==> src/rtl/nec_ir_decoder.sv <==
// NEC IR frame decoder: synchronizes the receiver output, times marks/spaces in 50 us ticks,
// and drives a held one-hot button vector. Optional address filter: define IR_ADDR_CHECK_EN.
//
// state      | meaning
// IDLE       | waiting for leader mark
// LEAD_MARK  | 9 ms leader mark in progress
// LEAD_SPACE | 4.5 ms data space or 2.25 ms repeat space
// BIT_MARK   | 562 us bit mark (or final stop mark after bit 32)
// BIT_SPACE  | bit space, length encodes 0/1
// STOP       | one-cycle frame integrity check
// RPT_MARK   | closing mark of a repeat code
module nec_ir_decoder #(
    parameter int          TICK_DIV    = 600,
    parameter int          HOLD_TICKS  = 2400,
    parameter logic [7:0]  REMOTE_ADDR = 8'h00
) (
    input  logic        clk,
    input  logic        reset,
    input  logic        remote_in,
    output logic [11:0] remote_out,
    output logic        frame_valid,
    output logic [7:0]  frame_cmd,
    output logic        frame_err
);

    localparam int PW = (TICK_DIV > 1) ? $clog2(TICK_DIV) : 1;
    localparam int HW = $clog2(HOLD_TICKS + 1);

`ifdef IR_ADDR_CHECK_EN
    localparam bit ADDR_CHECK = 1'b1;
`else
    localparam bit ADDR_CHECK = 1'b0;
`endif

    localparam logic [2:0] S_IDLE       = 3'd0;
    localparam logic [2:0] S_LEAD_MARK  = 3'd1;
    localparam logic [2:0] S_LEAD_SPACE = 3'd2;
    localparam logic [2:0] S_BIT_MARK   = 3'd3;
    localparam logic [2:0] S_BIT_SPACE  = 3'd4;
    localparam logic [2:0] S_STOP       = 3'd5;
    localparam logic [2:0] S_RPT_MARK   = 3'd6;

    logic          r_s1, r_s2, r_s3;
    logic [PW-1:0] r_pre;
    logic [7:0]    r_dur;
    logic [2:0]    r_state;
    logic [5:0]    r_cnt;
    logic [31:0]   r_shift;
    logic [HW-1:0] r_hold;
    logic [11:0]   r_btn;
    logic          r_valid, r_err;
    logic [7:0]    r_cmd;

    logic          w_fall, w_rise, w_tick;
    logic [2:0]    w_nxt;
    logic          w_err, w_accept, w_rpt, w_shift, w_bit, w_cnt_clr;
    logic [7:0]    w_addr, w_addr_n, w_cmd, w_cmd_n;
    logic          w_addr_ok, w_frame_ok;

    function automatic logic in_rng(input logic [7:0] d, input logic [7:0] lo, input logic [7:0] hi);
        return (d >= lo) && (d <= hi);
    endfunction

    function automatic logic [11:0] btn_map(input logic [7:0] c);
        case (c)
            8'h18:   return 12'h001;
            8'h52:   return 12'h002;
            8'h08:   return 12'h004;
            8'h5A:   return 12'h008;
            8'h1C:   return 12'h010;
            8'h16:   return 12'h020;
            8'h45:   return 12'h040;
            8'h46:   return 12'h080;
            8'h47:   return 12'h100;
            8'h44:   return 12'h200;
            8'h40:   return 12'h400;
            8'h43:   return 12'h800;
            default: return 12'h000;
        endcase
    endfunction

    assign w_fall   = r_s3 & ~r_s2;
    assign w_rise   = ~r_s3 & r_s2;
    assign w_tick   = (r_pre == PW'(TICK_DIV - 1));
    assign w_addr   = r_shift[7:0];
    assign w_addr_n = r_shift[15:8];
    assign w_cmd    = r_shift[23:16];
    assign w_cmd_n  = r_shift[31:24];
    assign w_addr_ok  = !ADDR_CHECK || (w_addr == REMOTE_ADDR);
    assign w_frame_ok = (w_cmd == ~w_cmd_n) && (w_addr == ~w_addr_n) && w_addr_ok;

    always_ff @(posedge clk or negedge reset) begin
        if (!reset) begin
            r_s1  <= 1'b1;
            r_s2  <= 1'b1;
            r_s3  <= 1'b1;
            r_pre <= '0;
            r_dur <= '0;
        end else begin
            r_s1  <= remote_in;
            r_s2  <= r_s1;
            r_s3  <= r_s2;
            r_pre <= w_tick ? '0 : r_pre + 1'b1;
            if (w_fall || w_rise)
                r_dur <= '0;
            else if (w_tick && r_dur != 8'd255)
                r_dur <= r_dur + 1'b1;
        end
    end

    always_comb begin
        w_nxt     = r_state;
        w_err     = 1'b0;
        w_accept  = 1'b0;
        w_rpt     = 1'b0;
        w_shift   = 1'b0;
        w_bit     = 1'b0;
        w_cnt_clr = 1'b0;
        case (r_state)
            S_IDLE:
                if (w_fall) w_nxt = S_LEAD_MARK;
            S_LEAD_MARK:
                if (w_rise) begin
                    if (in_rng(r_dur, 8'd160, 8'd200)) w_nxt = S_LEAD_SPACE;
                    else w_err = 1'b1;
                end
            S_LEAD_SPACE:
                if (w_fall) begin
                    if (in_rng(r_dur, 8'd80, 8'd100)) begin
                        w_nxt     = S_BIT_MARK;
                        w_cnt_clr = 1'b1;
                    end else if (in_rng(r_dur, 8'd40, 8'd50)) begin
                        w_nxt = S_RPT_MARK;
                    end else begin
                        w_err = 1'b1;
                    end
                end
            S_BIT_MARK:
                if (w_rise) begin
                    if (in_rng(r_dur, 8'd8, 8'd15)) w_nxt = (r_cnt == 6'd32) ? S_STOP : S_BIT_SPACE;
                    else w_err = 1'b1;
                end
            S_BIT_SPACE:
                if (w_fall) begin
                    w_nxt = S_BIT_MARK;
                    if (in_rng(r_dur, 8'd8, 8'd15)) begin
                        w_shift = 1'b1;
                    end else if (in_rng(r_dur, 8'd28, 8'd38)) begin
                        w_shift = 1'b1;
                        w_bit   = 1'b1;
                    end else begin
                        w_err = 1'b1;
                    end
                end
            S_STOP: begin
                w_nxt = S_IDLE;
                if (w_frame_ok) w_accept = 1'b1;
                else w_err = 1'b1;
            end
            S_RPT_MARK:
                if (w_rise) begin
                    w_nxt = S_IDLE;
                    if (in_rng(r_dur, 8'd8, 8'd15)) w_rpt = 1'b1;
                    else w_err = 1'b1;
                end
            default: w_nxt = S_IDLE;
        endcase
        // A stuck line (no edge for 255 ticks) aborts any frame in progress.
        if (r_state != S_IDLE && r_dur == 8'd255) begin
            w_err    = 1'b1;
            w_accept = 1'b0;
            w_rpt    = 1'b0;
            w_shift  = 1'b0;
        end
        if (w_err) w_nxt = S_IDLE;
    end

    always_ff @(posedge clk or negedge reset) begin
        if (!reset) begin
            r_state <= S_IDLE;
            r_cnt   <= '0;
            r_shift <= '0;
            r_valid <= 1'b0;
            r_err   <= 1'b0;
            r_cmd   <= '0;
        end else begin
            r_state <= w_nxt;
            r_valid <= w_accept;
            r_err   <= w_err;
            if (w_cnt_clr) begin
                r_cnt   <= '0;
                r_shift <= '0;
            end else if (w_shift) begin
                r_cnt   <= r_cnt + 1'b1;
                r_shift <= {w_bit, r_shift[31:1]};
            end
            if (w_accept) r_cmd <= w_cmd;
        end
    end

    // Reload (frame or repeat) takes priority over expiry in the same cycle.
    always_ff @(posedge clk or negedge reset) begin
        if (!reset) begin
            r_hold <= '0;
            r_btn  <= '0;
        end else if (w_accept) begin
            r_hold <= HW'(HOLD_TICKS);
            r_btn  <= btn_map(w_cmd);
        end else if (w_rpt && r_btn != 12'h000) begin
            r_hold <= HW'(HOLD_TICKS);
        end else begin
            if (r_hold == '0)
                r_btn <= '0;
            else if (w_tick)
                r_hold <= r_hold - 1'b1;
        end
    end

    assign remote_out  = r_btn;
    assign frame_valid = r_valid;
    assign frame_cmd   = r_cmd;
    assign frame_err   = r_err;

endmodule

==> config.mk <==
export PLATFORM = sky130hd
export DESIGN_NAME = nec_ir_decoder
export DESIGN_NICKNAME = d
export VERILOG_FILES = /design/src/rtl/nec_ir_decoder.sv
export SDC_FILE = /design/constraint.sdc
export NUM_CORES = 1
export LEC_CHECK = 0
export CAP_MARGIN = 15
export CORE_ASPECT_RATIO = 0.8
export CORE_MARGIN = 1
export CORE_UTILIZATION = 53
export DETAILED_ROUTE_END_ITERATION = 10
export PLACE_DENSITY_LB_ADDON = 0.3
export SYNTH_ARGS = -nofsm -noshare
export SYNTH_HDL_FRONTEND = slang
export SYNTH_SLANG_ARGS = --single-unit
==> constraint.sdc <==
create_clock -name clk -period 4.41 [get_ports clk]
set_clock_uncertainty 0.05 [all_clocks]
set_input_delay 0.882 -clock clk [delete_from_list [all_inputs] [get_ports clk]]
set_output_delay 0.882 -clock clk [all_outputs]
set_load 0.03 [all_outputs]
Yosys cells after proc, flatten, opt, wreduce, memory -nomap -nowiden
Index checks and enable logic that the tools add are counted.

Bits of input ports: 3. ROM bits: 0. Memories: 0. Logic and storage cells: 149. Output and inout port bits: 22. Memory bits (writable): 0. Flip-flop bits (word level): 96. Latch bits: 0.

Add/subtract/negate cells: 4. Multipliers: 0. Multiplexer cells: 59. Reductions and logical operators: 22. Bitwise gates (word level): 6. Equal/unequal tests: 35. Shift operators: 0. $lt $le $gt $ge: 10. Div/mod/pow operators: 0.

Operators by type and width (count): case mux 12 bit (12 select lines) (1); two-way mux 12 bit (7); == test 8 x 7 -> 1 bit, second input constant (8); two-way mux 32 bit (2); two-way mux 3 bit (11); two-way mux 1 bit (31); inequality test 3 bit, second input constant (9); == test 8 x 5 -> 1 bit, second input constant (3); case mux 3 bit (6 select lines) (1); == test 8 bit (2); <= comparator 8 x 6 -> 1 bit, second input constant (2); two-way mux 8 bit (2); inverter 8 bit (2); zero test 12 bit (1); two-way mux 6 bit (2); nonzero test 12 bit (1); subtractor 12 x 1 -> 12 bit, second input constant (1); adder 10 x 1 -> 10 bit, second input constant (1); == test 10 bit, second input constant (1); two-way mux 10 bit (1); == test 3 bit, second input constant (3); logical AND 1 bit (9); AND reduction 9 bit (1); adder 8 x 1 -> 8 bit, second input constant (1); 26 further kinds (33).

Logic depth before layout (Yosys ltp)
Gate-level depths: netlist of run 1.

Depth after elaboration: 9. Mapped depth: 8. Gate-level depth less buffers: 7.

Worst setup path after synthesis of run 1
Ideal clock, no wire load.

Kind: register to register. Start point: register r_s2. End point: register r_btn[1], in the netlist remote_out[1]. Arrival: 1.894 ns. Setup time: 0.066 ns. Buffers on the path: 2. Required time: 4.294 ns. Stages on the path, launching flop included: 8. Period minus slack after synthesis: 2.010 ns. Setup slack: 2.400 ns. Cells stage by stage: dfstp_2 ha_1 clkbuf_1 nand4b_1 a311o_2 a2bb2oi_2 buf_6 a22o_1.

Cells in the longest elaborated chain, start to end: 7.

Ends and longest elaborated chain: start, declared (line 43) `logic r_s1, r_s2, r_s3;`; start signal, assigned (line 101) `r_s2 <= r_s1;`; AND 1 bit (line 83) `assign w_rise = ~r_s3 & r_s2;`; two-way mux 1 bit (line 161) `if (w_rise) begin`; two-way mux 1 bit (line 119) `case (r_state)`; two-way mux 1 bit (line 169) `if (r_state != S_IDLE && r_dur == 8'd255) begin`; logical AND 1 bit (line 209) `end else if (w_rpt && r_btn != 12'h000) begin`; inequality test 2 bit (no line); AND reduction 2 bit (no line); end signal, assigned (line 208) `r_btn <= btn_map(w_cmd);`; end, declared (line 50) `logic [11:0] r_btn;`.

Every way passes these cells. A chain may end at the register's enable or synchronous reset.

Worst setup path after layout of run 1
Start point: register r_dur[4]. End point: register r_btn[3], in the netlist remote_out[3].

Cells in the longest elaborated chain, start to end: 9. Elaborated cells on any way between the ends: 15. Classes of those cells: order compare: 2; eq/ne: 2; mux: 6; reduce/logical: 5.

Ends and longest elaborated chain: start, declared (line 45) `logic [7:0] r_dur;`; start signal, assigned (line 107) `r_dur <= r_dur + 1'b1;`; >= comparator 8 x 4 -> 1 bit or <= comparator 8 x 4 -> 1 bit (tied branches) (line 61) `return (d >= lo) && (d <= hi);`; logical AND 1 bit (line 61); two-way mux 1 bit (line 163) `if (in_rng(r_dur, 8'd8, 8'd15)) w_rpt = 1'b1;`; two-way mux 1 bit (line 161); two-way mux 1 bit (line 119); two-way mux 1 bit (line 169); logical AND 1 bit (line 209); inequality test 2 bit (no line); AND reduction 2 bit (no line).

Several ways; a longest one is shown, not always the timed one.

==> results of run 1 <==
[worst min-delay path by stage]
stage	to	cells past startpoint	start	slack (ns)
CTS	r_s2$_DFF_PN1_	0	r_s1$_DFF_PN1_	0.31
finish	r_s2$_DFF_PN1_	0	r_s1$_DFF_PN1_	0.31
global route	r_s2$_DFF_PN1_	0	r_s1$_DFF_PN1_	0.32
floorplan	r_s2$_DFF_PN1_	0	r_s1$_DFF_PN1_	0.30
detailed placement	r_s2$_DFF_PN1_	0	r_s1$_DFF_PN1_	0.30
global placement	r_s2$_DFF_PN1_	0	r_s1$_DFF_PN1_	0.30
[layout make-up]
cell class                      instances  area (µm²)
Tap cell                              115       143.9
Multi-Input combinational cell        378        2432
Sequential cell                        96        2406
Fill cell                             735        3543
Timing Repair Buffer                   29       295.3
Inverter                               13       48.80
Clock inverter                          4       27.53
Clock buffer                           12       256.5
[synthesized netlist by cell type (3+ instances only)]
master and count:
nand3_1 16, buf_4 4, clkbuf_1 16, nor2_1 33, nand2_1 52, nand4_1 9, nor2b_1 5, nor4_1 19
dfstp_2 3, mux2_2 6, a211oi_1 3, o21ai_0 39, xnor2_1 27, dfrtp_1 93, inv_1 13, and3_1 3
nor3_1 18, xor2_1 17, nand2b_1 5, a22o_1 10, a21oi_1 38, a31oi_1 3, and2_1 10, or3_1 3
ha_1 8, nand4b_1 4, buf_2 15, nand3b_1 3
[through the flow]
stage	hold slack, ns	std cells	setup slack (ns)	power, µW	util [%]
global route	0.3158	647	1.804	1806	61.29
floorplan	0.2952	523	2.400	979.6	-
detailed placement	0.3010	630	1.605	1016	57.89
global placement	0.2963	630	1.714	1011	57.89
CTS	0.3097	646	1.562	1757	60.99
finish	0.3077	647	1.949	1743	61.29
[routing by layer]
metal	share of wire, %	vias up
li1	-	1870
met1	48	1907
met2	46	111
met3	4.5	9
met4	0.97	0
met5	0	-
[flip-flops by register name, summed over array words and instances, names as in the netlist]
name / flops
r_shift: 32
r_hold: 12
remote_out: 12
r_pre: 10
frame_cmd: 8
r_dur: 8
r_cnt: 6
r_state: 3
frame_err: 1
frame_valid: 1
r_s1: 1
r_s2: 1
r_s3: 1
[placed cells by master, fill, tap and decap left out, types with 3 or more instances in the layout]
| cell type | count |
|---|---|
| ha_1 | 8 |
| mux2_2 | 6 |
| a31oi_1 | 3 |
| a211oi_1 | 3 |
| nand4_1 | 9 |
| nand4b_1 | 4 |
| dfrtp_1 | 93 |
| clkdlybuf4s50_1 | 23 |
| nand2b_1 | 5 |
| inv_1 | 13 |
| nand3_1 | 16 |
| a22o_1 | 10 |
| dfstp_2 | 3 |
| buf_4 | 5 |
| nor2_1 | 33 |
| nor3_1 | 18 |
| xor2_1 | 17 |
| a21oi_1 | 38 |
| o21ai_0 | 39 |
| or3_1 | 3 |
| nand3b_1 | 3 |
| and3_1 | 3 |
| xnor2_1 | 27 |
| and2_1 | 10 |
| clkbuf_16 | 9 |
| nand2_1 | 52 |
| nor4_1 | 18 |
| nor2b_1 | 5 |
[cell families (layout without fill, tap and decap cells)]
group / Yosys count / in the layout
DFF: 96 / 96
muxes: 6 / 6
buffers and inverters: 49 / 58
xor gates and xnor gates: 44 / 44
and+or+nand+nor: 203 / 203
AOI/OAI and AO/OA: 117 / 117
adders and majority gates: 8 / 8
[power by group through the flow]
stage                     Combinational [µW]  Sequential [µW]  Clock [µW]
after floorplan                         64.9              915           0
after global placement                  83.2              928           0
after detailed placement                85.8              930           0
after CTS                               88.2              914         754
after global routing                     101              916         788
final                                   87.7              914         740
==> flow_metrics.tcl, run 1 <==
set metrics [dict create \
    fp.dieW_um 111.2 \
    r2r-start "r_dur[4]$_DFFE_PN0P_" \
    finalMaxSlewViolations 0 \
    ys_top_cells_by_area "dfrtp_1 46%, xnor2_1 4.7%, o21ai_0 3.9%" \
    p_clk_share_pct 42.5 \
    gp_congestion 0.8788 \
    power.density_nw_per_um2 310.6 \
    synth_cell_types 67 \
    synth-seq-cells 96 \
    clock_latency_ns 0.34 \
    cp.required_ns 4.63 \
    netlist_area_um2 5057 \
    async_flop_share_pct 100.0 \
    drc_errors 10 \
    drt_wl_total_mm 10.50 \
    slew_headroom_pct 41.18 \
    use_met2_pct 33.98 \
    violations "design-rule violations" \
    hold_viol_final 0 \
    vias 3897 \
    grt_use_met1_pct 31.23 \
    grt_pass1_vias 3463 \
    postPlaceCellArea_um2 5299 \
    synth_nets 534 \
    synth_area_leader_cell "dfrtp_1" \
    syn_avg_cell_area_um2 9.670 \
    grt_overflow_total 0 \
    slowest_stage "dfrtp_1" \
    grt.total_usage_pct 21.84 \
    first_pass_iters 8 \
    io-pin-count 25 \
    wl_per_cell_um 16.23 \
    drt.antenna.violating_nets 0 \
    synth_compound_area_share_pct 14.57 \
    antenna_found_initial 0 \
    h-tree-depth 3 \
    cts_inserted_buffers 9 \
    p_seq_share_pct 52.5 \
    cts_resized 0 \
    finalSetupViolCount 0 \
    seq_area_frac_synth_pct 47.58 \
    rsz0062_at_grt "no" \
    cts_setup_buffers 0 \
    reg2reg_slack_ns 1.95 \
    clk_path_buf_depth 2 \
    crit_end "remote_out[3]$_DFFE_PN0P_" \
    p_sw_share_pct 23.27 \
    synth_xor_area_share_pct 7.620 \
    grt_max_degree 74 \
    path_buf_inv 0 \
    critPathCaptureType "flip-flop" \
    final_nets 538 \
    cts-root-buf "clkbuf_16" \
    yosys_warnings 0 \
    muxShareOfSynthArea_pct 1.336 \
    antennaDiodeCount 0 \
    status "finished with violations" \
    dieHeight_um 89.37 \
    synthFlopType "dfrtp_1" \
    fmax_ghz 0.4063 \
    vdd_drop_max_mv 0.1805 \
    core-area_um2 9154 \
    synthAdderAreaFrac_pct 1.979 \
    holdBufCountCts 0 \
    met3_usage_pct 4.475 \
    startpoint "r_dur[4]$_DFFE_PN0P_" \
    internal_power_uw 1337 \
    p_leak_uw 0.002406 \
    start_kind "flip-flop" \
    top_usage_layer "met2" \
    start_util_pct 55.25 \
    worst_pin_slew_ns 0.8824 \
    crit_cells 5 \
    synth_top_area_share_pct 46.02 \
    cts_sinks 96 \
    path_clk_slew_ns 0.06 \
    viasPerCell 6.023 \
    timing.final.crit_share_pct 55.81 \
    layout-drive-gt1-share_pct 8.835 \
    syn_inst 523 \
    cts_tree "built" \
    maxCapViolCount 0 \
    p_comb_share_pct 5.0 \
    fin_crit_ns 2.461 \
    synth-simple-area-share_pct 22.46 \
    cpPeakStageDelay_ns 0.58 \
    tns_ns 0 \
    crit_type "flip-flop to flip-flop" \
    worst-path-max-fanout 12 \
    synth_top_family_by_area "simple AND/OR/NAND/NOR gates" \
    area_growth_pct 10.94 \
    final_cell_area_um2 5610 \
    dieArea_um2 9939 \
    cp_cell_sequence "nand3_1 > nor3_4 > or3_1 > a2bb2oi_2 > a22o_1" \
    cp.arrival_ns 2.68 \
    crit_family "simple AND/OR/NAND/NOR gates" \
    place_hpwl_mm 6.860 \
    r2r-end "remote_out[3]$_DFFE_PN0P_" \
    port_buffers 24 \
    synth_edf_count 0 \
    row_count 31 \
    min_path_type "flip-flop to flip-flop" \
    reg2regPathDepth 5 \
    drt_iter0_markers 305 \
    power_switching_uw 405.6 \
    grt_first_pass_wirelength_mm 17.36 \
]
(Power assumes the default switching activity.)
==> inputs of run 2 (changes only) <==
==> constraint.sdc (replaced) <==
create_clock -name clk -period 2.3 [get_ports clk]
set_clock_uncertainty 0.05 [all_clocks]
set_input_delay 0.46 -clock clk [delete_from_list [all_inputs] [get_ports clk]]
set_output_delay 0.46 -clock clk [all_outputs]
set_load 0.03 [all_outputs]
==> flow_metrics.tcl, run 2 (same netlist as run 1, synthesis figures left out) <==
set metrics [dict create \
    status "finished with violations" \
    violations "design-rule violations" \
    antenna_found_initial 0 \
    row_count 31 \
    cp.required_ns 2.48 \
    r2r-start "r_dur[0]$_DFFE_PN0P_" \
    maxCapViolCount 0 \
    wl_per_cell_um 16.17 \
    holdBufCountCts 0 \
    gp_congestion 0.9183 \
    finalSetupViolCount 0 \
    layout-drive-gt1-share_pct 12.79 \
    fin_crit_ns 2.193 \
    post-route-util_pct 63.46 \
    final_cell_area_um2 5809 \
    largest_reg_flops 32 \
    mostFrequentLayoutCell "dfrtp_1" \
    grt_first_pass_wirelength_mm 18.03 \
    reg2reg_slack_ns 0.11 \
    dp.cells 654 \
    hold_viol_final 0 \
    drt_iter0_markers 302 \
    antennaDiodeCount 0 \
    first_pass_iters 7 \
    critPathCaptureType "flip-flop" \
    io-pin-count 25 \
    start_util_pct 55.25 \
    path_clk_slew_ns 0.07 \
    crit_type "flip-flop to flip-flop" \
    fp.dieW_um 111.2 \
    stdcell_count 670 \
    place_hpwl_mm 7.466 \
    grt_max_degree 54 \
    port_buffers 24 \
    fmax_ghz 0.4560 \
    power.density_nw_per_um2 595.5 \
    drt.antenna.violating_nets 0 \
    r2r-end "frame_cmd[6]$_DFFE_PN0P_" \
    drc_errors 9 \
    finalMaxSlewViolations 0 \
    cts_sinks 96 \
    p_leak_uw 0.002529 \
    min_path_type "input port to asynchronous set/reset pin" \
    cts_resized 0 \
    vdd_drop_max_mv 0.4434 \
    grt_pass1_vias 3703 \
    top_register "r_shift" \
    grt.total_usage_pct 22.90 \
    core-area_um2 9154 \
    area_growth_pct 14.87 \
    postPlaceCellArea_um2 5504 \
    cp.arrival_ns 2.37 \
    layout_common_cells "93 x dfrtp_1, 52 x nand2_1, 39 x o21ai_0" \
    reg2regPathDepth 6 \
    h-tree-depth 3 \
    timing.final.crit_share_pct 95.34 \
    cts_tree "built" \
    rsz0062_at_grt "yes" \
    grt_overflow_total 0 \
    viasPerCell 5.904 \
    clk_path_buf_depth 2 \
    worst-path-max-fanout 11 \
    dieHeight_um 89.37 \
    worst_pin_slew_ns 0.6523 \
    clock_latency_ns 0.34 \
    cts_setup_buffers 0 \
    slew_headroom_pct 56.52 \
    cts-root-buf "clkbuf_16" \
    start_kind "flip-flop" \
    vias 3956 \
    dieArea_um2 9939 \
    cts_inserted_buffers 9 \
    final_nets 561 \
    drt_wl_total_mm 10.84 \
]
-- run 2: power by group --
part / internal (µW) / leakage (µW) / switching [µW]
clock network: 856 / 0.000148 / 668
registers: 1710 / 0.00131 / 30.7
logic: 79.1 / 0.00107 / 119
total: 2640 / 0.00253 / 818
-- run 2: stage by stage --
step / TNS, ns / setup WS [ns] / hold WS, ns / total power (µW)
global route: -0.0005345 / -0.0005345 / 0.1548 / 3593
finish: 0 / 0.1071 / 0.08113 / 3459
global placement: 0 / 0.1937 / 0.2965 / 1959
floorplan: 0 / 0.2899 / 0.1144 / 1878
CTS: 0 / 0.1141 / 0.1128 / 3485
detailed placement: 0 / 0.1260 / 0.2968 / 1965
-- run 2: final cells by class --
type | count | area [µm²]
clock inverters | 7 | 80.08
clock buffers | 9 | 225.2
fillers | 717 | 3344
repair buffers | 52 | 473.0
inverters | 13 | 48.80
multi-input cells | 378 | 2432
well taps | 115 | 143.9
flip-flops and latches | 96 | 2406
-- run 2: worst max path at each step --
stage	startpoint	end	slack, ns
2_1_floorplan	r_s2$_DFF_PN1_	remote_out[1]$_DFFE_PN0P_	0.29
3_5_place_dp	r_dur[0]$_DFFE_PN0P_	frame_cmd[6]$_DFFE_PN0P_	0.13
4_1_cts	r_dur[0]$_DFFE_PN0P_	frame_cmd[6]$_DFFE_PN0P_	0.11
6_report	r_dur[0]$_DFFE_PN0P_	frame_cmd[6]$_DFFE_PN0P_	0.11
3_3_place_gp	r_dur[0]$_DFFE_PN0P_	frame_cmd[6]$_DFFE_PN0P_	0.19
5_1_grt	r_dur[0]$_DFFE_PN0P_	r_hold[1]$_DFFE_PN0P_	-0.0005
-- run 2: layer usage --
| layer | track usage, % | share of wire (%) | vias up |
|---|---|---|---|
| li1 | - | - | 1908 |
| met1 | 33.01 | 49 | 1946 |
| met2 | 35.97 | 45 | 91 |
| met3 | 3.932 | 4.1 | 11 |
| met4 | 6.511 | 1.1 | 0 |
| met5 | 0 | 0 | - |
-- run 2: worst max-delay path, cell delays in order, from the launching register on --
cell and delay [ns]:
dfrtp_1 0.41, ha_1 0.25, nand2_1 0.13, nor3_4 0.06, or3_1 0.54, nor2_4 0.28, mux2_2 0.36
==> edit 1, RTL diff (settings of run 2) <==
Add an input register stage for `remote_in`, cleared by the reset; this delays it by one clock.
--- a/src/rtl/nec_ir_decoder.sv
+++ b/src/rtl/nec_ir_decoder.sv
@@ -40,6 +40,16 @@
     localparam logic [2:0] S_STOP       = 3'd5;
     localparam logic [2:0] S_RPT_MARK   = 3'd6;
 
+    logic remote_q;
+
+    always_ff @(posedge clk or negedge reset) begin
+        if (!reset) begin
+            remote_q <= '0;
+        end else begin
+            remote_q <= remote_in;
+        end
+    end
+
     logic          r_s1, r_s2, r_s3;
     logic [PW-1:0] r_pre;
     logic [7:0]    r_dur;
@@ -97,7 +107,7 @@
             r_pre <= '0;
             r_dur <= '0;
         end else begin
-            r_s1  <= remote_in;
+            r_s1  <= remote_q;
             r_s2  <= r_s1;
             r_s3  <= r_s2;
             r_pre <= w_tick ? '0 : r_pre + 1'b1;
Behaviour: not the same (Yosys sat finds a counterexample within 10 cycles, from zero or initial values and one cycle with reset low).
==> edit 1 against run 2 <==
  * Sequential cell count increased by 1
  * Clock power rose by 4%
  * Design area increased by 2.1%
  * Final cell count rose by 2.2%
  * Setup slack got worse by 67 ps
  * Synthesized area decreased by 1.4%
  * Total power rose by 1.4%
  * Die area shrank 1.3%
  * Wire length is 1.3% lower
  * First-iteration DRC count down 44%
  * Critical endpoint is now remote_out[2]
==> edit 1: results (changes against run 2) <==
qor: global_routing.number_of_global_route_vias_before_repair 3694 [-0.24%]
qor: worst_hold_path.min_path_type reg -> reg
qor: logic_synthesis.xor_and_xnor_area_share_after_synthesis 0.0790 [+0.00281]
qor: routing.dr_total_vias 3895 [-1.5%]
qor: cells_and_area.buffer_area_frac 0.0964 [+0.0150]
qor: power.max_vdd_drop 395 µV [-11%]
qor: logic_synthesis.synth-compound-area-share 0.114 [-0.0316]
qor: logic_synthesis.top_cells_by_area_synth sky130_fd_sc_hd__dfrtp_1 (47%), sky130_fd_sc_hd__nand2_1 (6.5%), sky130_fd_sc_hd__xor2_1 (5.6%), sky130_fd_sc_hd__a21oi_1 (3.5%), sky130_fd_sc_hd__xnor2_1 (2.3%)
qor: cells_and_area.clockBufferCount 11 [+2]
qor: placement.dp.cells 664 [+1.5%]
qor: logic_synthesis.yosysUniqueCellTypes 57 [-15%]
qor: routing.drt_pass1_iterations 4 [-3]
qor: global_routing.maximum_number_of_pins_on_one_net_before_global_route_repair 43 [-20%]
qor: routing.dr.first_iter.drc_count 169 [-44%]
qor: global_routing.grt_first_pass_wirelength 17.7 mm [-1.7%]
qor: routing.met2_routed_wirelength 4.89 mm [-0.87%]
qor: cells_and_area.multi_input_gate_count 383 [+1.3%]
qor: worst_setup_path.critical_path.slowest_cell sky130_fd_sc_hd__or4_4
qor: worst_setup_path.worstPathMaxFanout 7 [-4]
qor: logic_synthesis.ranking_of_synthesized_cells_by_instance_count sky130_fd_sc_hd__dfrtp_1 (94), sky130_fd_sc_hd__nand2_1 (86), sky130_fd_sc_hd__a21oi_1 (35), sky130_fd_sc_hd__xor2_1 (32), sky130_fd_sc_hd__nor2_1 (29)
qor: global_routing.globalRouteMet1Util 0.309 [-0.0206]
qor: logic_synthesis.synth_fa_ha_area_frac 0.0201 [+0.000273]
qor: cts.holdBufCountCts 1 [+1]
qor: power.clock_network_power 1.58 mW [+4%]
qor: logic_synthesis.synth.yosys.seq_area_share 0.487 [+0.0116]
qor: routing.wl_per_cell 15.6 µm [-3.5%]
qor: global_routing.groute.layer.met3.usage 0.0527 [+0.0134]
qor: global_routing.global_route.usage.total 0.224 [-0.00488]
qor: cells_and_area.buffers_excl_clock 61 [+17%]
qor: power.cellLeakagePower 2.74 nW [+8.4%]
qor: status.run_status finished clean
qor: cells_and_area.finish.cell_count_without_fillers 685 [+2.2%]
qor: global_routing.use_met2 0.365 [+0.00511]
qor: cells_and_area.final-clk-cell-share 0.0529 [+0.000390]
qor: routing.detailroute.wirelength.met3 350 µm [-21%]
qor: placement.dpl_worst_slack 28.6 ps [-97.4 ps]
qor: logic_synthesis.synthesis.instances 524 [+0.19%]
qor: worst_setup_path.critPathMaxStageDelay 570 ps [+30 ps]
qor: cells_and_area.num-nets-final 576 [+2.7%]
qor: power.p_int 2.71 mW [+2.4%]
qor: cells_and_area.sh_seq_area 0.410 [-0.00434]
[edit 1: changes by cell type in the layout (fill, tap and decap cells not counted), moves of 4 or more]
cell / delta
sky130_fd_sc_hd__a22o_1: -10
sky130_fd_sc_hd__a21o_1: +6
sky130_fd_sc_hd__xor2_1: +15
sky130_fd_sc_hd__nand2b_1: +8
sky130_fd_sc_hd__buf_4: +5
sky130_fd_sc_hd__nand4_1: +5
sky130_fd_sc_hd__xnor2_1: -14
sky130_fd_sc_hd__o21ai_0: -33
sky130_fd_sc_hd__or4_4: +4
sky130_fd_sc_hd__nor3_1: -9
sky130_fd_sc_hd__nand2_1: +33
sky130_fd_sc_hd__nor2_1: -6
[edit 1: worst paths after layout]
path	cells after the start	slack [ps]	to	start
max reg2reg	5	40	remote_out[2]	r_hold[6]
max in group asynchronous	3	950	r_shift[21]	reset
min in group asynchronous	2	510	r_hold[10]	reset
min	0	300	r_s1	remote_q
max	5	40	remote_out[2]	r_hold[6]
min reg2reg	0	300	r_s1	remote_q
==> edit 2, RTL diff (settings of run 2) <==
Made on the original files. `TICK_DIV`: 600 -> 1200.
--- a/src/rtl/nec_ir_decoder.sv
+++ b/src/rtl/nec_ir_decoder.sv
@@ -10,7 +10,7 @@
 // STOP       | one-cycle frame integrity check
 // RPT_MARK   | closing mark of a repeat code
 module nec_ir_decoder #(
-    parameter int          TICK_DIV    = 600,
+    parameter int          TICK_DIV    = 1200,
     parameter int          HOLD_TICKS  = 2400,
     parameter logic [7:0]  REMOTE_ADDR = 8'h00
 ) (
Behaviour: same outputs for any inputs over 10 cycles, from zero or initial values and one cycle with reset low; that may be too few to reach the edited logic, so the function may still have changed.
==> edit 2 against run 2 <==
  * The run still ends with DRC left
  * Non-clock buffer count down 10
  * Wire length is 5.0% lower
  * Synthesized area increased by 0.20%
  * Setup slack improved by 13 ps
  * Total power grew 7.5%
  * Highest routed layer unchanged
  * Design area shrank 0.97%
  * Sequential power up 3%
  * Critical path type unchanged
  * Sequential cell count grew 1
==> edit 2: results (changes against run 2) <==
qor: global_routing.maximum_number_of_pins_on_one_net_before_global_route_repair 45 [-17%]
qor: global_routing.number_of_global_route_vias_before_repair 3438 [-7.2%]
qor: status.violations DRC
qor: placement.dpl_worst_slack 89.6 ps [-36.4 ps]
qor: worst_setup_path.setup.worst_path.start r_dur[1]
qor: placement.dp.cells 581 [-11%]
qor: routing.dr.first_iter.drc_count 282 [-6.6%]
qor: sta.holdWs 54.7 ps [-26.4 ps]
qor: logic_synthesis.xor_and_xnor_area_share_after_synthesis 0.0760 [-0.000151]
qor: power.max_vdd_drop 665 µV [+50%]
qor: placement.hpwlAfterDp 6.96 mm [-6.8%]
qor: logic_synthesis.yosys-mux-area-fraction 0.0252 [+0.0118]
qor: cells_and_area.drive_gt1_frac 0.155 [+0.0274]
qor: sta.max_slew.worst_pin.slew 568 ps [-84.1 ps]
qor: status.run_status complete, but fails checks
qor: worst_setup_path.worstRegToRegCells 7 [+1]
qor: power.comb_power 0.277 mW [+40%]
qor: worst_setup_path.crit-reg2reg-launch r_dur[1]
qor: routing.met1_length 5.16 mm [-3.2%]
qor: global_routing.global_route.usage.total 0.223 [-0.00572]
qor: cts.cts_max_path_buffers 2 [unchanged]
qor: routing.met2_routed_wirelength 4.63 mm [-6.1%]
qor: logic_synthesis.ranking_of_synthesized_cells_by_instance_count sky130_fd_sc_hd__dfrtp_1 (94), sky130_fd_sc_hd__a22o_1 (36), sky130_fd_sc_hd__xnor2_1 (31), sky130_fd_sc_hd__nor2_1 (30), sky130_fd_sc_hd__nand3_1 (23)
qor: global_routing.grt_first_pass_wirelength 17.3 mm [-4.2%]
qor: routing.route.detailed.drc 8 [-1]
qor: worst_setup_path.worstPathMaxFanout 8 [-3]
qor: logic_synthesis.yosysUniqueCellTypes 76 [+13%]
qor: power.power.clock.fraction 0.446 [+0.005]
qor: logic_synthesis.synth_fa_ha_area_frac 0.0198 [-0.0000391]
qor: logic_synthesis.top_cells_by_area_synth sky130_fd_sc_hd__dfrtp_1 (46%), sky130_fd_sc_hd__a22o_1 (6.2%), sky130_fd_sc_hd__xnor2_1 (5.4%), sky130_fd_sc_hd__nand3_1 (2.3%), sky130_fd_sc_hd__xor2_1 (2.2%)
qor: power.power.switching_fraction 0.233 [-0.00344]
qor: power.post-layout-total-power 3.72 mW [+7.5%]
qor: worst_setup_path.critPathMaxStageDelay 560 ps [+20 ps]
qor: cells_and_area.largest_register r_shift
qor: cells_and_area.num-nets-final 489 [-13%]
qor: logic_synthesis.synth.yosys.seq_area_share 0.480 [+0.00400]
qor: routing.vias_per_std_cell 5.92 [+0.32%]
qor: power.cellLeakagePower 2.47 nW [-2.5%]
qor: cells_and_area.finish.cell_count_without_fillers 598 [-11%]
qor: global_routing.use_met2 0.349 [-0.0108]
qor: routing.detailroute.wirelength.met3 416 µm [-6.5%]
qor: global_routing.globalRouteMet1Util 0.311 [-0.0191]
qor: worst_setup_path.r2r_slack 120 ps
## edit 2: changes by cell type in the layout (fill, tap and decap cells not counted), sizes merged, moves of 6 or more
cell     delta
o21ai      -40
nand2      -34
a21oi      -29
a22o       +26
buf        -10
nor4       -10
nand3       +9
o2bb2ai     +8
nand2b      +6
## edit 2: worst max path at each step
stage / endpoint / slack, ps / cells after the start
finish: frame_cmd[4] / 120 / 7
detailed placement: frame_cmd[1] / 90 / 6
global route: r_hold[8] / 4 / 7
global placement: frame_cmd[7] / 120 / 6
floorplan: frame_cmd[0] / 390 / 8
CTS: r_cnt[0] / 70 / 7
## edit 2: final cells by class
class | instances | area [µm²]
Fill cell | 726 | 3400
Sequential cell | 97 | 2430
Multi-Input combinational cell | 317 | 2410
Timing Repair Buffer | 42 | 398
Clock buffer | 12 | 256
Tap cell | 115 | 144
Clock inverter | 4 | 76.3
Inverter | 11 | 41.3
## edit 2: what timing repair did
item,CTS,global route
hold endpoints to repair,0,0
endpoints found under the setup margin,0,33
gates resized for setup,0,2
